File: src/rtl/thor2023_irq_pkg.sv
// Shared types and constants for the Thor2023 interrupt router.
// Queue entries carry level and cause; the offer slot uses a two-state FSM.
package thor2023_irq_pkg;

   localparam logic [3:0] IRQ_LVL_NMI = 4'd15;

   typedef struct packed {
      logic [3:0] level;
      logic [7:0] cause;
   } irq_msg_t;

   localparam int MSG_W = $bits(irq_msg_t);

   typedef enum logic {
      OFFER_IDLE  = 1'b0,
      OFFER_VALID = 1'b1
   } offer_state_t;

   // Level 15 ignores the core's priority mask.
   function automatic logic lvl_unmasked(input logic [3:0] level, input logic [3:0] ipl);
      return (level > ipl) || (level == IRQ_LVL_NMI);
   endfunction

endpackage

File: src/rtl/thor2023_irq_fifo.sv
// Per-core pending queue of irq messages; a push into a full queue succeeds
// only when the same edge also pops.
module thor2023_irq_fifo
   import thor2023_irq_pkg::*;
#(
   parameter int DEPTH = 4
) (
   input  logic             clk_i,
   input  logic             rst_ni,
   input  logic             push_i,
   input  logic             pop_i,
   input  logic [MSG_W-1:0] data_i,
   output logic [MSG_W-1:0] head_o,
   output logic             full_o,
   output logic             empty_o
);

   localparam int AW = $clog2(DEPTH);
   localparam int CW = AW + 1;

   irq_msg_t        mem_q [DEPTH];
   logic [AW-1:0]   wr_ptr_q, wr_ptr_d;
   logic [AW-1:0]   rd_ptr_q, rd_ptr_d;
   logic [CW-1:0]   count_q, count_d;
   logic            push_ok, pop_ok;

   assign full_o  = (count_q == CW'(DEPTH));
   assign empty_o = (count_q == '0);
   assign head_o  = mem_q[rd_ptr_q];

   always_comb begin
      pop_ok   = pop_i && !empty_o;
      push_ok  = push_i && (!full_o || pop_ok);
      wr_ptr_d = wr_ptr_q;
      rd_ptr_d = rd_ptr_q;
      count_d  = count_q;
      // Pointers wrap naturally because DEPTH is a power of two.
      if (push_ok) begin
         wr_ptr_d = wr_ptr_q + AW'(1);
      end
      if (pop_ok) begin
         rd_ptr_d = rd_ptr_q + AW'(1);
      end
      if (push_ok && !pop_ok) begin
         count_d = count_q + CW'(1);
      end else if (pop_ok && !push_ok) begin
         count_d = count_q - CW'(1);
      end
   end

   always_ff @(posedge clk_i or negedge rst_ni) begin
      if (!rst_ni) begin
         wr_ptr_q <= '0;
         rd_ptr_q <= '0;
         count_q  <= '0;
      end else begin
         wr_ptr_q <= wr_ptr_d;
         rd_ptr_q <= rd_ptr_d;
         count_q  <= count_d;
      end
   end

   always_ff @(posedge clk_i) begin
      if (push_ok) begin
         mem_q[wr_ptr_q] <= irq_msg_t'(data_i);
      end
   end

endmodule

File: src/rtl/thor2023_irq_router.sv
// Converts the PIC's held prioritized request into exactly-once deliveries
// on per-core irq/cause ports, with per-core queues, masking and ack.
module thor2023_irq_router
   import thor2023_irq_pkg::*;
#(
   parameter int NCORES = 4,
   parameter int QDEPTH = 4
) (
   input  logic                clk_i,
   input  logic                rst_ni,
   input  logic [3:0]          irq_i,
   input  logic [7:0]          cause_i,
   input  logic [5:0]          core_i,
   input  logic                nmi_i,
   input  logic [4*NCORES-1:0] ipl_i,
   input  logic [NCORES-1:0]   ack_i,
   output logic [4*NCORES-1:0] irq_o,
   output logic [8*NCORES-1:0] cause_o,
   output logic [NCORES-1:0]   nmi_o,
   output logic [NCORES-1:0]   ovf_o,
   output logic                misroute_o
);

   localparam logic [5:0] NCORES_L = 6'(NCORES);

   // Handshake: core c sees a request while irq_o[c] != 0; ack_i[c] high at
   // a clock edge in that state consumes it, and irq_o[c] drops at that edge.

   logic [17:0]       tuple;
   logic [17:0]       lt_q, lt_d;
   logic              new_req;
   logic              misroute_req;
   logic [5:0]        tgt;
   logic [MSG_W-1:0]  msg;
   logic [NCORES-1:0] push;
   logic [NCORES-1:0] pop_v;
   logic [NCORES-1:0] full_v;
   logic [NCORES-1:0] ovf_q, ovf_d;
   logic              misroute_q, misroute_d;
   logic              nmi_q, nmi_d;

   assign tuple = {irq_i, cause_i, core_i};
   assign msg   = {irq_i, cause_i};

   always_comb begin
      new_req      = (irq_i != 4'd0) && (tuple != lt_q);
      // A held request matches lt and is ignored; dropping irq_i re-arms capture.
      lt_d         = (irq_i == 4'd0) ? '0 : (new_req ? tuple : lt_q);
      misroute_req = new_req && (core_i >= NCORES_L);
      tgt          = misroute_req ? 6'd0 : core_i;
      misroute_d   = misroute_q | misroute_req;
      nmi_d        = nmi_i;
      push         = '0;
      ovf_d        = ovf_q;
      for (int c = 0; c < NCORES; c++) begin
         push[c]  = new_req && (tgt == 6'(c));
         ovf_d[c] = ovf_q[c] | (push[c] & full_v[c] & ~pop_v[c]);
      end
   end

   always_ff @(posedge clk_i or negedge rst_ni) begin
      if (!rst_ni) begin
         lt_q       <= '0;
         ovf_q      <= '0;
         misroute_q <= 1'b0;
         nmi_q      <= 1'b0;
      end else begin
         lt_q       <= lt_d;
         ovf_q      <= ovf_d;
         misroute_q <= misroute_d;
         nmi_q      <= nmi_d;
      end
   end

   assign ovf_o      = ovf_q;
   assign misroute_o = misroute_q;
   assign nmi_o      = {NCORES{nmi_q}};

   for (genvar c = 0; c < NCORES; c++) begin : g_core
      offer_state_t     offer_state_q, offer_state_d;
      irq_msg_t         slot_q, slot_d;
      logic [MSG_W-1:0] head;
      logic             empty;
      logic             visible;

      thor2023_irq_fifo #(
         .DEPTH (QDEPTH)
      ) u_fifo (
         .clk_i   (clk_i),
         .rst_ni  (rst_ni),
         .push_i  (push[c]),
         .pop_i   (pop_v[c]),
         .data_i  (msg),
         .head_o  (head),
         .full_o  (full_v[c]),
         .empty_o (empty)
      );

      // The slot is a copy of the queue head; the queue pops only on ack.
      assign visible  = (offer_state_q == OFFER_VALID) &&
                        lvl_unmasked(slot_q.level, ipl_i[4*c +: 4]);
      assign pop_v[c] = visible && ack_i[c];

      always_comb begin
         offer_state_d = offer_state_q;
         slot_d        = slot_q;
         case (offer_state_q)
            OFFER_IDLE: begin
               if (!empty) begin
                  offer_state_d = OFFER_VALID;
                  slot_d        = irq_msg_t'(head);
               end
            end
            OFFER_VALID: begin
               if (pop_v[c]) begin
                  offer_state_d = OFFER_IDLE;
               end
            end
         endcase
      end

      always_ff @(posedge clk_i or negedge rst_ni) begin
         if (!rst_ni) begin
            offer_state_q <= OFFER_IDLE;
            slot_q        <= '0;
         end else begin
            offer_state_q <= offer_state_d;
            slot_q        <= slot_d;
         end
      end

      assign irq_o[4*c +: 4]   = visible ? slot_q.level : 4'd0;
      assign cause_o[8*c +: 8] = (offer_state_q == OFFER_VALID) ? slot_q.cause : 8'd0;
   end

endmodule

File: config.mk
export PLATFORM = sky130hd
export DESIGN_NAME = thor2023_irq_router
export DESIGN_NICKNAME = d
export VERILOG_FILES = /design/src/rtl/thor2023_irq_pkg.sv /design/src/rtl/thor2023_irq_fifo.sv /design/src/rtl/thor2023_irq_router.sv
export SDC_FILE = /design/constraint.sdc
export NUM_CORES = 1
export LEC_CHECK = 0
export CAP_MARGIN = 20
export CORE_ASPECT_RATIO = 1.75
export CORE_MARGIN = 2
export CORE_UTILIZATION = 58
export CTS_CLUSTER_DIAMETER = 200
export DETAILED_ROUTE_END_ITERATION = 8
export PLACE_DENSITY_LB_ADDON = 0.1
export SLEW_MARGIN = 25
export SYNTH_ARGS = -nofsm -noshare
export SYNTH_HDL_FRONTEND = slang
export SYNTH_HIERARCHICAL = 1
export SYNTH_SLANG_ARGS = --single-unit
File: constraint.sdc
create_clock -name clk_i -period 3.2 [get_ports clk_i]
set_input_delay 0.48 -clock clk_i [delete_from_list [all_inputs] [get_ports clk_i]]
set_output_delay 0.48 -clock clk_i [all_outputs]
set_load 0.03 [all_outputs]
## After elaboration in Yosys (flattened, before gate mapping)

Memories as Yosys holds them, arrays and structs flattened. A register that Yosys moved wholly into a read port is not among the register bits.
Index checks and enable logic that the tools add are counted.

| operators by class | value |
|---|---|
| add/sub/neg operators | 16 |
| muxes and demuxes | 39 |
| bitwise gates (word level) | 25 |
| reduce and logical (&&, ||, !) cells | 74 |
| divide/modulo/power cells | 0 |
| order comparisons | 5 |
| multiply operators | 0 |
| shift-type cells | 0 |
| equal/unequal tests | 12 |

Operators by type and width:

| cell | count |
|---|---|
| two-way mux 18 bit | 2 |
| two-way mux 8 bit | 4 |
| logical AND 1 bit | 30 |
| two-way mux 3 bit | 8 |
| zero test 1 bit | 20 |
| != test 18 bit | 1 |
| adder 2 x 1 -> 2 bit, second input constant | 8 |
| == test 4 bit, second input constant | 4 |
| greater-than comparator 4 bit | 4 |
| two-way mux 1 bit | 16 |
| two-way mux 4 bit | 4 |
| adder 3 x 1 -> 3 bit, second input constant | 4 |
| == test 3 bit, second input constant | 4 |
| == test 6 x 2 -> 1 bit, second input constant | 2 |
| zero test 3 bit | 4 |
| NOT 1 bit | 12 |
| subtractor 3 x 1 -> 3 bit, second input constant | 4 |
| nonzero test 2 bit | 5 |
| bitwise AND 1 bit | 8 |
| logical OR 1 bit | 8 |
| one-hot mux 1 bit (2 select lines) | 4 |
| AND reduction 2 bit | 4 |
| == test 6 x 1 -> 1 bit, second input constant | 1 |
| >= comparator 6 x 3 -> 1 bit, second input constant | 1 |
| other kinds (5) | 9 |

| storage, ports and cells | value |
|---|---|
| memory bits (read-only) | 0 |
| bits of input ports | 41 |
| bits in latches | 0 |
| output and inout port bits | 57 |
| bits in registers | 56 |
| memories kept | 4 |
| word-level logic and storage cells | 195 |
| RAM bits | 192 |

Memories:

| memory | words | width | read ports | clocked after memory_dff | write ports | line | text |
|---|---|---|---|---|---|---|---|
| g_core[0].u_fifo.mem_q | 4 | 12 | 1 | 1 | 1 | thor2023_irq_fifo.sv:21 | `irq_msg_t mem_q [DEPTH];` |
| g_core[1].u_fifo.mem_q | 4 | 12 | 1 | 1 | 1 | thor2023_irq_fifo.sv:21 |  |
| g_core[2].u_fifo.mem_q | 4 | 12 | 1 | 1 | 1 | thor2023_irq_fifo.sv:21 |  |
| g_core[3].u_fifo.mem_q | 4 | 12 | 1 | 1 | 1 | thor2023_irq_fifo.sv:21 |  |

## Logic depth before layout (Yosys ltp)

Gate-level depths: netlist of run 1.

| depth | value |
|---|---|
| depth after elaboration | 11 |
| depth in mapped cells | 15 |
| mapped depth without buffers | 15 |

## Modules after synthesis

The synthesis of run 1 kept the hierarchy.

By module, submodules not included:

| module | cells an instance | times used | area an instance (um2) |
|---|---|---|---|
| thor2023_irq_fifo | 98 | 4 | 2199.6 |
| thor2023_irq_router | 364 | 1 | 3771.1 |

## Worst setup path after synthesis of run 1

Ideal clock, no wire load.

| timing | value |
|---|---|
| path type | in2reg |
| from | input ipl_i[5] |
| to | register g_core[1].u_fifo.count_q[2] |
| stages | 14 |
| slack | 0.455 ns |
| arrival time | 2.666 ns |
| library setup time | 0.079 ns |
| data required time | 3.121 ns |
| cell sequence | inv_1 -> ha_1 -> nor2b_1 -> o21ai_0 -> a211o_1 -> nand2_1 -> inv_1 -> a21boi_4 -> ha_1 -> inv_1 -> fa_1 -> xor2_1 -> nor2_1 -> xor2_1 |

| between the ends | value |
|---|---|
| longest elaborated chain between the ends | 10 |
| elaborated cells on any way between the ends | 13 |
| those cells by class | 1 x order compare; 1 x mux; 11 x reduce/logical |

Ends and longest elaborated chain:

| element | line | text |
|---|---|---|
| from (decl) | thor2023_irq_router.sv:15 | `input logic [4*NCORES-1:0] ipl_i,` |
| greater-than comparator 4 bit * | thor2023_irq_pkg.sv:21 | `return (level > ipl) \|\| (level == IRQ_LVL_NMI);` |
| logical OR 1 bit * | thor2023_irq_pkg.sv:21 |  |
| logical AND 1 bit * | thor2023_irq_router.sv:100 | `assign visible = (offer_state_q == OFFER_VALID) &&` |
| logical AND 1 bit * | thor2023_irq_router.sv:102 | `assign pop_v[c] = visible && ack_i[c];` |
| net pop_v[1] | thor2023_irq_router.sv:36 | `logic [NCORES-1:0] pop_v;` |
| logical AND 1 bit * | thor2023_irq_fifo.sv:32 | `pop_ok = pop_i && !empty_o;` |
| logical OR 1 bit * | thor2023_irq_fifo.sv:33 | `push_ok = push_i && (!full_o \|\| pop_ok);` |
| logical AND 1 bit * | thor2023_irq_fifo.sv:33 |  |
| net g_core[1].u_fifo.push_ok | thor2023_irq_fifo.sv:25 | `logic push_ok, pop_ok;` |
| zero test 1 bit | thor2023_irq_fifo.sv:46 | `end else if (pop_ok && !push_ok) begin` |
| logical AND 1 bit | thor2023_irq_fifo.sv:46 |  |
| nonzero test 2 bit (no source line) | - |  |
| to (signal assigned) | thor2023_irq_fifo.sv:59 | `count_q <= count_d;` |
| to (decl) | thor2023_irq_fifo.sv:24 | `logic [CW-1:0] count_q, count_d;` |

Mark *: on every way through the listed nets, which the timed path passes. The rest lies on a longest branch.
A chain may end at the register's enable or synchronous reset.

## Final worst setup path of run 1

| timing | value |
|---|---|
| from | input ipl_i[3] |
| to | output irq_o[3] |

| between the ends | value |
|---|---|
| longest elaborated chain between the ends | 4 |

Ends and longest elaborated chain:

| element | line | text |
|---|---|---|
| greater-than comparator 4 bit | thor2023_irq_pkg.sv:21 |  |
| logical OR 1 bit | thor2023_irq_pkg.sv:21 |  |
| logical AND 1 bit | thor2023_irq_router.sv:100 |  |
| two-way mux 4 bit | thor2023_irq_router.sv:132 | `assign irq_o[4*c +: 4] = visible ? slot_q.level : 4'd0;` |
| to (decl) | thor2023_irq_router.sv:17 | `output logic [4*NCORES-1:0] irq_o,` |

Every way passes these cells.

==> impl_metrics.csv, run 1 <==
group,metric,value,unit
global_route,grtUsageMet2,42.2,%
global_route,grt_max_degree,55,
synth,async_flop_share,35.1,%
routing,firstDrtPassIters,4,
global_route,overflow,0,
timing,timing.final.ws_setup,0.0710,ns
placement,preCtsSetupSlack,-0.226,ns
placement,io_buffers,97,
worst_setup_path,cp.arrival,2.65,ns
synth,netlist_instances,756,
global_route,antenna_found_initial,0,
synth,synth.distinct_cells,46,
outcome,status,"finished, final reports clean",
synth,synthesis.nets,837,
clock_network,clock_latency,0.51,ns
worst_setup_path,endpoint_kind,"output port",
placement,hpwl,17.8,mm
routing,drc,0,
floorplan,row_count,71,
run,drv_cap,0,
synth,ys.flop_type,"edfxtp_1",
hold_path,hp-class,"input pin to async pin",
global_route,grt.met3_usage,2.65,%
floorplan,fp.dieW,115,um
routing,vias,6817,
routing,final_antenna_net_count,0,
worst_setup_path,r2r_setup_slack,0.36,ns
timing,timing.hold.ws,0.00700,ns
timing,fmax,0.320,GHz
timing,finalCriticalPeriod,3.13,ns
placement,gp_congestion,0.810,
pwr,ir_worst_vdd,0.000635,V
timing,hold_viol,0,
timing,fin_setup_tns,0,ns
clock_network,clockBufferDepth,3,
clock_network,cts_setup_buffers,0,
placement,postPlaceCellArea,0.0144,sq mm
synth,synth_edf_count,192,
clock_network,cts_tree,"done",
synth,syn_avg_cell_area,16.6,sq um
clock_network,htreeDepth,1,
clock_network,numCtsBuffers,25,
synth,synth_area_leaders,"edfxtp_1 46%, dfrtp_1 21%, mux4_2 5.7%, ha_1 3.6%, mux4_1 3.3%",
pwr,p_leak,6.07,nW
clock_network,numClockSinks,296,
global_route,grt_pass1_wl,39.7,mm
timing,relSlewSlack,42.9,%
synth,synth_top_area_share,45.9,%
layout,nFillCells,1395,
layout,seq_area,0.00837,sq mm
timing,drv_slew,0,
layout,drive_above_1_share,21.3,%
floorplan,core-area,0.0214,sq mm
worst_setup_path,critPathMaxFanout,4,
timing,clock_skew,0.00995,ns
global_route,grt_pass1_vias,7509,
synth,synth_area_leader_cell,"edfxtp_1",
timing,worst_pin_slew,0.856,ns
global_route,gr-max-usage-layer,"met2",
pwr,p_per_area,873,mW/mm^2
clock_network,clock-root-buffer,"clkbuf_16",
routing,drt-total-wl,25.5,mm
floorplan,start_util,58.7,%
worst_setup_path,critPathKind,"input pin to output port",
layout,stdcell_area,0.0153,sq mm
layout,areaGrowthSynthToFinish,21.4,%
routing,drt-wirelength-per-cell,20.6,um
worst_setup_path,critPathRequiredTime,2.72,ns
global_route,grt.met1_usage,28.8,%
routing,drtIter0Drc,392,
global_route,grt_util_all_layers,23.0,%
layout,antenna_cells,0,
clock_network,path_clk_slew,0.06,ns
floorplan,die_h,199,um
synth,ys_seq_area_share,66.6,%
timing,setup_viol,0,
routing,viasPerCell,5.50,
timing,rsz0062_at_grt,"no",
worst_setup_path,crit_path_start_kind,"input pin",
clock_network,ctsHoldBuffers,0,
layout,fin_nets,1011,
floorplan,ios,98,
layout,multiInputGateArea,0.00378,sq mm
synth,ys_seq_elements,296,
synth,synth_area,0.0126,sq mm
synth,ys_warn_count,6,
timing,finalCritPeriodShare,97.8,%
floorplan,die_area,0.0229,sq mm
[cell usage in the layout, fill, tap and decap left out, types with 3 or more instances in the layout]
master	n
clkbuf_8	3
nor2_1	29
xor2_1	12
mux4_2	32
bufinv_16	3
nand2_1	20
o21ai_1	3
clkbuf_16	25
clkdlybuf4s50_1	82
inv_1	52
fa_1	4
and2_1	60
mux4_1	16
edfxtp_1	192
dfrtp_1	104
mux2_4	4
buf_12	11
buf_4	70
dlymetal6s2s_1	14
a21boi_4	4
clkinv_1	6
nand2b_1	4
nor3_1	5
nor2b_1	4
clkbuf_1	4
and3_1	5
a21oi_1	6
clkinv_2	4
xnor2_1	30
nor3b_4	4
nand3b_1	4
mux2_2	36
ha_1	36
nor4_1	6
nand4_1	8
o21ai_0	25
[final timing paths]
path / start / end / cells after the start
worst max-delay path: ipl_i[3] / irq_o[3] / 9
worst min-delay path: rst_ni / g_core[3].slot_q[10] / 1
worst max register to register: g_core[0].slot_q[9] / g_core[0].u_fifo/count_q[1] / 12
worst min register to register: ovf_o[3] / ovf_o[3] / 1
max in group asynchronous: rst_ni / lt_q[2] / 2
min in group clk_i: nmi_i / nmi_q / 1
[kinds of logic (layout without fill, tap and decap cells)]
logic type / Yosys count / in the layout / synth area share [%]
AO/OA/AOI/OAI: 50 / 50 / 2.75
XOR/XNOR: 42 / 42 / 2.93
adder cells (fa/ha/maj): 40 / 40 / 4.22
buffers and inverters: 82 / 274 / 3.37
flip-flops: 296 / 296 / 66.6
multiplexers: 88 / 88 / 12.8
AND/OR/NAND/NOR: 158 / 158 / 7.38
[critical path, stage by stage]
cell,delay [ns]
clkdlybuf4s50_1,0.47
inv_1,0.05
ha_1,0.30
nand4_1,0.10
o21ai_0,0.09
a21oi_1,0.17
o21ai_1,0.15
nor2_1,0.14
clkdlybuf4s50_1,0.69
[Yosys cell counts, types with 2 or more instances]
master and instances:
o211ai_1 2, and2_1 60, o21ai_0 28, mux4_2 32
mux2_4 4, nand4_1 8, xnor2_1 30, mux4_1 16
edfxtp_1 192, nor3_1 5, buf_6 4, and3_1 5
ha_1 36, nor3b_1 2, nor3b_4 4, a21boi_4 4
xor2_1 12, mux2_2 36, nand2b_1 4, a21boi_0 2
dfrtp_1 104, a31o_2 2, nand2_1 20, fa_1 4
buf_2 5, inv_1 52, nand3b_1 4, nor2_1 29
a41o_1 2, a21oi_1 6, nor2b_1 4, buf_12 4
nor4_1 6, buf_4 4, clkbuf_1 13
[routing by layer]
metal	wire length, um	part of all wire (%)
met1	9970	39
met2	14000	55
met3	1030	4.0
met4	546	2.1
met5	0	0
[final cells by class]
type | count | share of cell area [%]
tap | 292 | 2.39
clock buffer | 32 | 4.47
sequential | 296 | 54.8
multi-input combinational | 378 | 24.8
inverter | 52 | 1.28
timing repair buffer | 177 | 11.4
clock inverter | 13 | 0.869
[what timing repair did]
| item | 4_1_cts | 5_1_grt |
|---|---|---|
| resized for setup | 1 | 16 |
| cloned | 0 | 0 |
| setup endpoints to repair | 4 | 16 |
[through the flow]
stage / power, W / util, % / std cells
5_1_grt: 0.0140 / 71.3 / 1240
6_report: 0.0133 / 71.3 / 1240
3_5_place_dp: 0.0104 / 67.3 / 1195
2_1_floorplan: 0.00876 / - / 756
4_1_cts: 0.0135 / 71.1 / 1240
3_3_place_gp: 0.0102 / 67.3 / 1195
[registers in the layout (all words and copies together), names as in the netlist]
| name | cells |
|---|---|
| g_core.u_fifo/rd_ptr_q | 8 |
| nmi_q | 1 |
| g_core.u_fifo/count_q | 12 |
| g_core.offer_state_q | 4 |
| g_core.u_fifo/mem_q | 192 |
| misroute_o | 1 |
| g_core.u_fifo/wr_ptr_q | 8 |
| lt_q | 18 |
| g_core.slot_q | 48 |
| ovf_o | 4 |
[where the power goes]
group / internal, W / switching (W) / total (W)
Sequential: 0.00487 / 0.000810 / 0.00568
Combinational: 0.00240 / 0.00223 / 0.00463
Clock: 0.00174 / 0.00127 / 0.00301
No activity file was read; power rests on OpenSTA's default activity.
==> run 2: changes to the inputs <==
- GPL_ROUTABILITY_DRIVEN: default -> 0
- MAX_ROUTING_LAYER: default -> met4
==> impl_metrics.csv, run 2 (same netlist as run 1, synthesis figures left out) <==
group,metric,value,unit
clock_network,htreeDepth,1,
worst_setup_path,critPathMaxFanout,4,
worst_setup_path,worstRegToRegCells,12,
timing,setup_viol,0,
timing,fmax,0.320,GHz
clock_network,cts_tree,"done",
timing,rsz0062_at_grt,"no",
clock_network,numClockSinks,296,
global_route,gr-max-usage-layer,"met2",
routing,drt-wirelength-per-cell,20.6,um
layout,largest_register_ffs,192,
clock_network,path_clk_slew,0.06,ns
floorplan,core-area,0.0214,sq mm
layout,drive_above_1_share,21.3,%
worst_setup_path,r2r-end,"g_core[0].u_fifo/count_q[1]",
timing,worst_pin_slew,0.858,ns
routing,vias,6860,
global_route,grt.met1_usage,29.0,%
clock_network,clock-root-buffer,"clkbuf_16",
layout,top_register,"g_core.u_fifo/mem_q",
layout,nFillCells,1395,
timing,hold_viol,0,
worst_setup_path,endpoint_kind,"output port",
timing,relSlewSlack,42.8,%
layout,most-common-layout-cells,"192 x edfxtp_1, 104 x dfrtp_1, 82 x clkdlybuf4s50_1",
hold_path,hp-class,"input pin to async pin",
clock_network,ctsHoldBuffers,0,
global_route,grtUsageMet2,42.3,%
layout,largestRegisters,"g_core.u_fifo/mem_q: 192 flops, g_core.slot_q: 48 flops, lt_q: 18 flops",
pwr,p_per_area,873,mW/mm^2
routing,drtIter0Drc,371,
global_route,grt_util_all_layers,23.7,%
global_route,grt_max_degree,55,
routing,drc,0,
worst_setup_path,cp.arrival,2.64,ns
floorplan,ios,98,
global_route,grt_pass1_wl,39.7,mm
outcome,status,"finished, final reports clean",
clock_network,numCtsBuffers,25,
floorplan,fp.dieW,115,um
run,drv_cap,0,
floorplan,start_util,58.7,%
layout,areaGrowthSynthToFinish,21.4,%
worst_setup_path,crit_path_start_kind,"input pin",
pwr,p_leak,6.07,nW
worst_setup_path,crit_start,"ipl_i[3]",
global_route,overflow,0,
layout,antenna_cells,0,
worst_setup_path,critPathKind,"input pin to output port",
timing,finalCritPeriodShare,97.6,%
worst_setup_path,r2r_setup_slack,0.36,ns
floorplan,die_h,199,um
layout,fin_nets,1011,
pwr,ir_worst_vdd,0.000637,V
routing,viasPerCell,5.53,
timing,fin_setup_tns,0,ns
timing,finalCriticalPeriod,3.12,ns
pwr,p_total,0.0133,W
clock_network,clockBufferDepth,3,
layout,final_common_cell,"edfxtp_1",
worst_setup_path,critPathRequiredTime,2.72,ns
routing,firstDrtPassIters,5,
routing,final_antenna_net_count,0,
timing,drv_slew,0,
placement,io_buffers,97,
global_route,grt_pass1_vias,7516,
global_route,antenna_found_initial,0,
worst_setup_path,r2r_start,"g_core[0].slot_q[9]",
global_route,grt.met3_usage,2.50,%
floorplan,die_area,0.0229,sq mm
placement,hpwl,17.8,mm
floorplan,row_count,71,
clock_network,clock_latency,0.51,ns
timing,clock_skew,0.00872,ns
routing,drt-total-wl,25.5,mm
==> run 2: cell counts in the layout (fill, tap and decap cells not counted) <==
No cell type changed its count.
==> run 2: final cells by class <==
cell class | count | area (sq um) | area share [%]
timing repair buffer | 177 | 1740 | 11.4
sequential | 296 | 8370 | 54.8
multi-input combinational | 378 | 3780 | 24.8
clock buffer | 32 | 682 | 4.47
tap | 292 | 365 | 2.39
inverter | 52 | 195 | 1.28
clock inverter | 13 | 133 | 0.869
==> run 2: how the worst max path moves through the flow <==
stage / depth (start not counted) / endpoint
5_1_grt: 9 / irq_o[0]
4_1_cts: 9 / irq_o[11]
6_report: 9 / irq_o[3]
3_3_place_gp: 11 / g_core[2].u_fifo/count_q[2]
3_5_place_dp: 11 / g_core[2].u_fifo/count_q[2]
2_1_floorplan: 14 / g_core[1].u_fifo/count_q[2]
==> run 2: where the power goes <==
group / leakage, nW / switching (W) / internal [W]
clock: 0.402 / 0.00126 / 0.00174
sequential: 2.97 / 0.000811 / 0.00487
combinational: 2.69 / 0.00223 / 0.00241
total: 6.07 / 0.00430 / 0.00902
==> run 2: repair_timing <==
action | 4_1_cts | 5_1_grt
gates resized for setup | 1 | 16
pin swaps | 0 | 0
setup endpoints to repair | 4 | 16
buffers inserted | 0 | 0
endpoints found under the hold margin | 0 | 0
==> run 2: worst max-delay path: stages <==
cell	delay, ns
clkdlybuf4s50_1	0.46
inv_1	0.05
ha_1	0.30
nand4_1	0.11
o21ai_0	0.09
a21oi_1	0.17
o21ai_1	0.16
nor2_1	0.13
clkdlybuf4s50_1	0.68
==> run 2: per-layer routing <==
layer / part of all wire [%] / wire length [um] / up-vias
li1: - / - / 3111
met1: 39 / 10000 / 3554
met2: 55 / 14100 / 167
met3: 3.7 / 933 / 28
met4: 2.1 / 535 / 0
met5: 0 / 0 / -
==> run 2: stage by stage <==
step           cell area [sq um]  util, %  hold slack [ns]  cells  setup slack [ns]
2_1_floorplan              12600        -            0.184    756             0.455
3_3_place_gp               14400     67.3            0.454   1195            -0.211
3_5_place_dp               14400     67.3            0.459   1195            -0.226
4_1_cts                    15200     71.1           0.0282   1240           0.00300
5_1_grt                    15300     71.3           0.0553   1240            0.0204
6_report                   15300     71.3           0.0121   1240            0.0767
